--- config.mk ---
export PLATFORM = sky130hd
export DESIGN_NAME = multicycle_ctrl
export DESIGN_NICKNAME = d
export VERILOG_FILES = /design/src/rtl/multicycle_ctrl.sv
export SDC_FILE = /design/constraint.sdc
export NUM_CORES = 1
export LEC_CHECK = 0
export CELL_PAD_IN_SITES_DETAIL_PLACEMENT = 0
export CELL_PAD_IN_SITES_GLOBAL_PLACEMENT = 1
export CORE_ASPECT_RATIO = 1.4
export CORE_MARGIN = 5
export CORE_UTILIZATION = 44
export CTS_CLUSTER_SIZE = 16
export DETAILED_ROUTE_END_ITERATION = 7
export DONT_BUFFER_PORTS = 1
export GPL_TIMING_DRIVEN = 0
export PLACE_DENSITY_LB_ADDON = 0.2
export SLEW_MARGIN = 15
export SYNTH_ARGS = -nofsm -noshare
export SYNTH_HDL_FRONTEND = slang
export SYNTH_SLANG_ARGS = --single-unit
--- constraint.sdc ---
create_clock -name clk -period 1.9 [get_ports clk]
set_input_delay 0.285 -clock clk [delete_from_list [all_inputs] [get_ports clk]]
set_output_delay 0.285 -clock clk [all_outputs]
set_load 0.02 [all_outputs]
--- src/rtl/multicycle_ctrl.sv ---
// Main control FSM of the multicycle RV32I core: sequences the shared datapath.
// Optional retired-instruction counter enabled by MULTICYCLE_RETIRE_CNT_EN.
module multicycle_ctrl #(
  parameter int unsigned RESET_STATE_TRAP = 0
) (
  input  logic        clk,
  input  logic        reset_n,
  input  logic [6:0]  op,
  input  logic [2:0]  funct3,
  input  logic        funct7b5,
  input  logic        zero,
  input  logic        mem_ready,
  output logic        mem_req,
  output logic        mem_write,
  output logic        adr_src,
  output logic        ir_write,
  output logic        pc_write,
  output logic        reg_write,
  output logic [2:0]  imm_src,
  output logic [1:0]  alu_src_a,
  output logic [1:0]  alu_src_b,
  output logic [1:0]  alu_op,
  output logic [1:0]  result_src,
  output logic        trap,
  output logic [31:0] retired
);

  localparam logic [6:0] OP_LOAD  = 7'b0000011;
  localparam logic [6:0] OP_STORE = 7'b0100011;
  localparam logic [6:0] OP_R     = 7'b0110011;
  localparam logic [6:0] OP_I     = 7'b0010011;
  localparam logic [6:0] OP_BR    = 7'b1100011;
  localparam logic [6:0] OP_JAL   = 7'b1101111;
  localparam logic [6:0] OP_JALR  = 7'b1100111;
  localparam logic [6:0] OP_LUI   = 7'b0110111;
  localparam logic [6:0] OP_AUIPC = 7'b0010111;

  typedef enum logic [3:0] {
    S_FETCH,
    S_DECODE,
    S_MEMADR,
    S_MEMREAD,
    S_MEMWB,
    S_MEMWRITE,
    S_EXECR,
    S_EXECI,
    S_ALUWB,
    S_BRANCH,
    S_JAL,
    S_JALR,
    S_UPPER,
    S_TRAP
  } state_t;

  state_t r_state;
  state_t w_next;

  logic w_is_load;
  logic w_is_store;
  logic w_is_r;
  logic w_is_i;
  logic w_is_br;
  logic w_is_jal;
  logic w_is_jalr;
  logic w_is_lui;
  logic w_is_auipc;
  logic w_taken;
  logic w_unused;

  assign w_is_load  = (op == OP_LOAD);
  assign w_is_store = (op == OP_STORE);
  assign w_is_r     = (op == OP_R);
  assign w_is_i     = (op == OP_I);
  assign w_is_br    = (op == OP_BR);
  assign w_is_jal   = (op == OP_JAL);
  assign w_is_jalr  = (op == OP_JALR);
  assign w_is_lui   = (op == OP_LUI);
  assign w_is_auipc = (op == OP_AUIPC);

  // funct7b5 belongs to the ALU decoder; the FSM never looks at it.
  assign w_unused = funct7b5;

  // BEQ/BNE only; every other funct3 falls through as not taken.
  assign w_taken = ((funct3 == 3'b000) & zero) |
                   ((funct3 == 3'b001) & ~zero);

  // Immediate type follows the opcode alone, whatever the state.
  always_comb begin
    imm_src = 3'b000;
    unique case (1'b1)
      w_is_load, w_is_i, w_is_jalr: imm_src = 3'b000;
      w_is_store:                   imm_src = 3'b001;
      w_is_br:                      imm_src = 3'b010;
      w_is_jal:                     imm_src = 3'b011;
      w_is_lui, w_is_auipc:         imm_src = 3'b100;
      default:                      imm_src = 3'b000;
    endcase
  end

  // State register; reset lands in FETCH so the fetch restarts at once.
  always_ff @(posedge clk or negedge reset_n) begin
    if (!reset_n) begin
      r_state <= S_FETCH;
    end else begin
      r_state <= w_next;
    end
  end

  // Next state and per-state datapath controls.
  always_comb begin
    w_next     = r_state;
    mem_req    = 1'b0;
    mem_write  = 1'b0;
    adr_src    = 1'b0;
    ir_write   = 1'b0;
    pc_write   = 1'b0;
    reg_write  = 1'b0;
    alu_src_a  = 2'b00;
    alu_src_b  = 2'b00;
    alu_op     = 2'b00;
    result_src = 2'b00;
    trap       = 1'b0;
    unique case (r_state)
      S_FETCH: begin
        mem_req    = 1'b1;
        adr_src    = 1'b0;
        alu_src_a  = 2'b00;
        alu_src_b  = 2'b10;
        result_src = 2'b10;
        if (mem_ready) begin
          ir_write = 1'b1;
          pc_write = 1'b1;
          w_next   = S_DECODE;
        end
      end
      S_DECODE: begin
        alu_src_a = 2'b01;
        alu_src_b = 2'b01;
        alu_op    = 2'b00;
        unique case (1'b1)
          w_is_load, w_is_store: w_next = S_MEMADR;
          w_is_r:                w_next = S_EXECR;
          w_is_i:                w_next = S_EXECI;
          w_is_br:               w_next = S_BRANCH;
          w_is_jal:              w_next = S_JAL;
          w_is_jalr:             w_next = S_JALR;
          w_is_lui, w_is_auipc:  w_next = S_UPPER;
          default: begin
            w_next = (RESET_STATE_TRAP != 0) ? S_TRAP : S_FETCH;
          end
        endcase
      end
      S_MEMADR: begin
        alu_src_a = 2'b10;
        alu_src_b = 2'b01;
        w_next    = op[5] ? S_MEMWRITE : S_MEMREAD;
      end
      S_MEMREAD: begin
        mem_req = 1'b1;
        adr_src = 1'b1;
        if (mem_ready) begin
          w_next = S_MEMWB;
        end
      end
      S_MEMWB: begin
        result_src = 2'b01;
        reg_write  = 1'b1;
        w_next     = S_FETCH;
      end
      S_MEMWRITE: begin
        mem_req   = 1'b1;
        mem_write = 1'b1;
        adr_src   = 1'b1;
        if (mem_ready) begin
          w_next = S_FETCH;
        end
      end
      S_EXECR: begin
        alu_src_a = 2'b10;
        alu_src_b = 2'b00;
        alu_op    = 2'b10;
        w_next    = S_ALUWB;
      end
      S_EXECI: begin
        alu_src_a = 2'b10;
        alu_src_b = 2'b01;
        alu_op    = 2'b10;
        w_next    = S_ALUWB;
      end
      S_ALUWB: begin
        result_src = 2'b00;
        reg_write  = 1'b1;
        w_next     = S_FETCH;
      end
      S_BRANCH: begin
        alu_src_a  = 2'b10;
        alu_src_b  = 2'b00;
        alu_op     = 2'b01;
        result_src = 2'b00;
        pc_write   = w_taken;
        w_next     = S_FETCH;
      end
      S_JAL: begin
        alu_src_a  = 2'b01;
        alu_src_b  = 2'b10;
        result_src = 2'b00;
        pc_write   = 1'b1;
        w_next     = S_ALUWB;
      end
      S_JALR: begin
        alu_src_a = 2'b10;
        alu_src_b = 2'b01;
        alu_op    = 2'b00;
        w_next    = S_JAL;
      end
      S_UPPER: begin
        alu_src_a = w_is_auipc ? 2'b01 : 2'b10;
        alu_src_b = 2'b01;
        alu_op    = 2'b00;
        w_next    = S_ALUWB;
      end
      S_TRAP: begin
        trap   = 1'b1;
        w_next = S_TRAP;
      end
      default: begin
        w_next = S_FETCH;
      end
    endcase
  end

`ifdef MULTICYCLE_RETIRE_CNT_EN
  logic        w_retire;
  logic [31:0] r_retired;

  assign w_retire = (w_next == S_FETCH) &
                    ((r_state == S_MEMWB) |
                     (r_state == S_ALUWB) |
                     (r_state == S_BRANCH) |
                     ((r_state == S_MEMWRITE) & mem_ready));

  // Count completed instructions; wraps naturally at 32 bits.
  always_ff @(posedge clk or negedge reset_n) begin
    if (!reset_n) begin
      r_retired <= 32'd0;
    end else if (w_retire) begin
      r_retired <= r_retired + 32'd1;
    end
  end

  assign retired = r_retired;
`else
  assign retired = 32'd0;
`endif

endmodule

==> results.txt <==
drt via density: 4.81
post-synthesis mux area share: 1.20%
Netlist cell types: 38
sequential share of the synthesized area: 10.7%
CP Class: register to output pin
unrepaired setup endpoints after global routing: false
Port Buf Inserts: 0
P&R area growth vs syn: 24.6%
critical path required time: 1.62 ns
PD cells: 478 nW/um^2
ANT nets after route: 0
layout cells sized above 1: 38.0%
Core Area: 2000 sq um
maximum fanout along the worst path: 10
clk sink count: 4
total grt overflow: 0
Clk network pwr share: 20.2%
status: finished clean
Tcrit/Tclk final: 96.0%
Max Fclk: 548 MHz
HP Class: input port to register
Post-Syn Instances: 128
post-synthesis compound-gate area fraction: 15.4%
Clock Root Buffer: clkbuf_4
Switch Pwr: 261 uW
Yosys warning total: 0
fraction of registers with async set/reset: 100%
later-pin clock latency in the skew report: 0.25 ns
post-synth top area share: 28.0%
pin count of the biggest net entering global routing: 11
post-layout min period: 1.82 ns
max-slew violation count: 0
Post-Synth Adder-Cell Area: 0%
pre-CTS WS: 0.131 ns
Commonest cells post-synth: buf_4, nor2_1, a21oi_1, nor3_1
number of synthesized flops with an enable pin: 0
Logic pwr share: 62.9%
Cell Area, Synth: 937 sq um
WL/cell: 12.1 um
Num CTS Buffers: 3
Biggest register: r_state
H-tree depth: 1
number of synthesized register bits: 4
Sw Share: 46.8%
CTS max path bufs: 2
largest family of logic cells by synthesized area: simple AND/OR/NAND/NOR gates
initial antenna violation count: 0
simple logic cell fraction of the synthesized area: 34.4%
slack of the critical path: 0.0762 ns
Max-Cap Viols: 0
IO Pins: 65
xor/xnor cell area share of the yosys netlist: 3.74%
Pre-antenna DRT Iters: 4
FP Rows: 19
Buf/Inv on CP: 1
post-layout instance area: 1170 sq um
worst vdd ir: 0.297 mV
GRT Util Overall: 13.7%
drt first-iter violations: 38
Cell Area, Placed: 1090 sq um
clk slew on worst S/H paths: 0.04 ns
reg-to-reg slack, setup: 0.60 ns
slowest stage delay, CP: 0.44 ns
crit-path cells: buf_4, nor4_4, and2_2
dominant synthesized flop cell: dfrtp_1
Slowest cell on crit path: nor4_4
vias in the first global route: 797
Initial Utilization: 46.9%
setup_tns: 0 ns
Leakage: 0.000580 uW
WL final: 2230 um
# nets final: 180
Detail Placement HPWL: 1810 um
Sequential Power Share: 16.9%
Die H: 64.6 um
Worst path top cell family by delay: simple AND/OR/NAND/NOR gates
DR DRC count: 0
Die X: 49.0 um
post-synth top area cell: buf_4
ant diodes: 0
global-route wire length before repair: 3570 um
syn avg cell area: 7.32 sq um
top-count cell post-synth: buf_4
internal power: 297 uW
CP endpoint kind: output pin
vias: 885
Final Setup Violations: 0
critical path launch point type: register
Clock Skew: 0.00947 ns
Largest regs: r_state x4
GPL Wtd Cong: 0.866
max FFs per register: 4
final hold viol count: 0
Worst Path Arrival: 1.54 ns
synth top area cells: buf_4, dfrtp_1, a21oi_1, nor3_1, buf_6
DIE AREA: 3170 sq um
CTS tree: built
## routing by layer
| layer | GRT usage, % | up-vias | routed length [um] |
|---|---|---|---|
| met4 | 8.75 | 0 | 38 |
| met3 | 4.36 | 5 | 251 |
| li1 | - | 443 | - |
| met1 | 15.8 | 388 | 762 |
| met5 | 0 | - | 0 |
| met2 | 21.7 | 49 | 1180 |
## what timing repair did
action / 4_1_cts / 5_1_grt
gates resized for setup: 5 / 5
endpoints found under the hold margin: 4 / 0
hold buffers: 1 / 0
pin swaps: 0 / 0
setup buffers: 0 / 0
setup endpoints to repair: 5 / 4
## placed cells by master (no fill, tap or decap), types with 2 or more instances in the layout
cell,n
clkbuf_4,3
nand3_1,4
nor2_1,11
conb_1,32
a21oi_1,9
buf_6,4
dfrtp_1,4
nor3_1,5
nor4_1,2
nand2_1,6
nor3_2,5
nand2b_1,6
xnor2_1,3
o21ai_0,3
buf_4,35
nor2b_1,3
## power by group through the flow
| stage | Combinational (uW) | Sequential, uW | Clock [uW] |
|---|---|---|---|
| after floorplan | 298 | 95.0 | 0 |
| after global placement | 324 | 95.2 | 0 |
| after detailed placement | 326 | 95.5 | 0 |
| final | 351 | 94.2 | 113 |
| after CTS | 341 | 94.4 | 112 |
| after global routing | 381 | 94.9 | 120 |
## path summary, 6_finish.rpt
| check | startpoint | endpoint | cells after the start |
|---|---|---|---|
| max | r_state[1]$_DFFE_PN0P_ | ir_write | 3 |
| min | op[3] | r_state[0]$_DFFE_PN0P_ | 1 |
| max reg2reg | r_state[3]$_DFFE_PN0P_ | r_state[3]$_DFFE_PN0P_ | 4 |
| min reg2reg | r_state[2]$_DFFE_PN0P_ | r_state[1]$_DFFE_PN0P_ | 4 |
| max in group asynchronous | reset_n | r_state[0]$_DFFE_PN0P_ | 1 |
| min in group asynchronous | reset_n | r_state[1]$_DFFE_PN0P_ | 1 |
## worst register-to-register path: cells and delay by family (launching register included)
family	cells	cell delay (ns)
XOR/XNOR	1	0.33
AND/OR/NAND/NOR	1	0.22
AO/OA/AOI/OAI	1	0.13
buffers and inverters	1	0.14
flip-flops	1	0.36
## cell type report
cell class,instances,area (sq um)
Buffer,40,313
Clock buffer,3,22.5
Fill cell,212,830
Inverter,2,7.51
Multi-Input combinational cell,113,688
Sequential cell,4,100
Tap cell,21,26.3
Timing Repair Buffer,1,10.0
## logic make-up after synthesis
| group | after synthesis |
|---|---|
| muxes | 1 |
| and+or+nand+nor | 54 |
| xor gates and xnor gates | 4 |
| DFF | 4 |
| buffers and inverters | 42 |
| AOI/OAI and AO/OA | 22 |
| other | 1 |
## through the flow
stage               hold slack (ns)  std cells  utilization [%]  power (uW)
finish                        0.193        184             58.5         559
global route                  0.188        184             58.5         596
CTS                           0.192        184             57.5         548
detailed placement          -0.0105        180             54.4         421
global placement            -0.0105        180             54.4         419
floorplan                   -0.0106        159                -         393
Note: power is estimated with default switching activity, not from simulation.
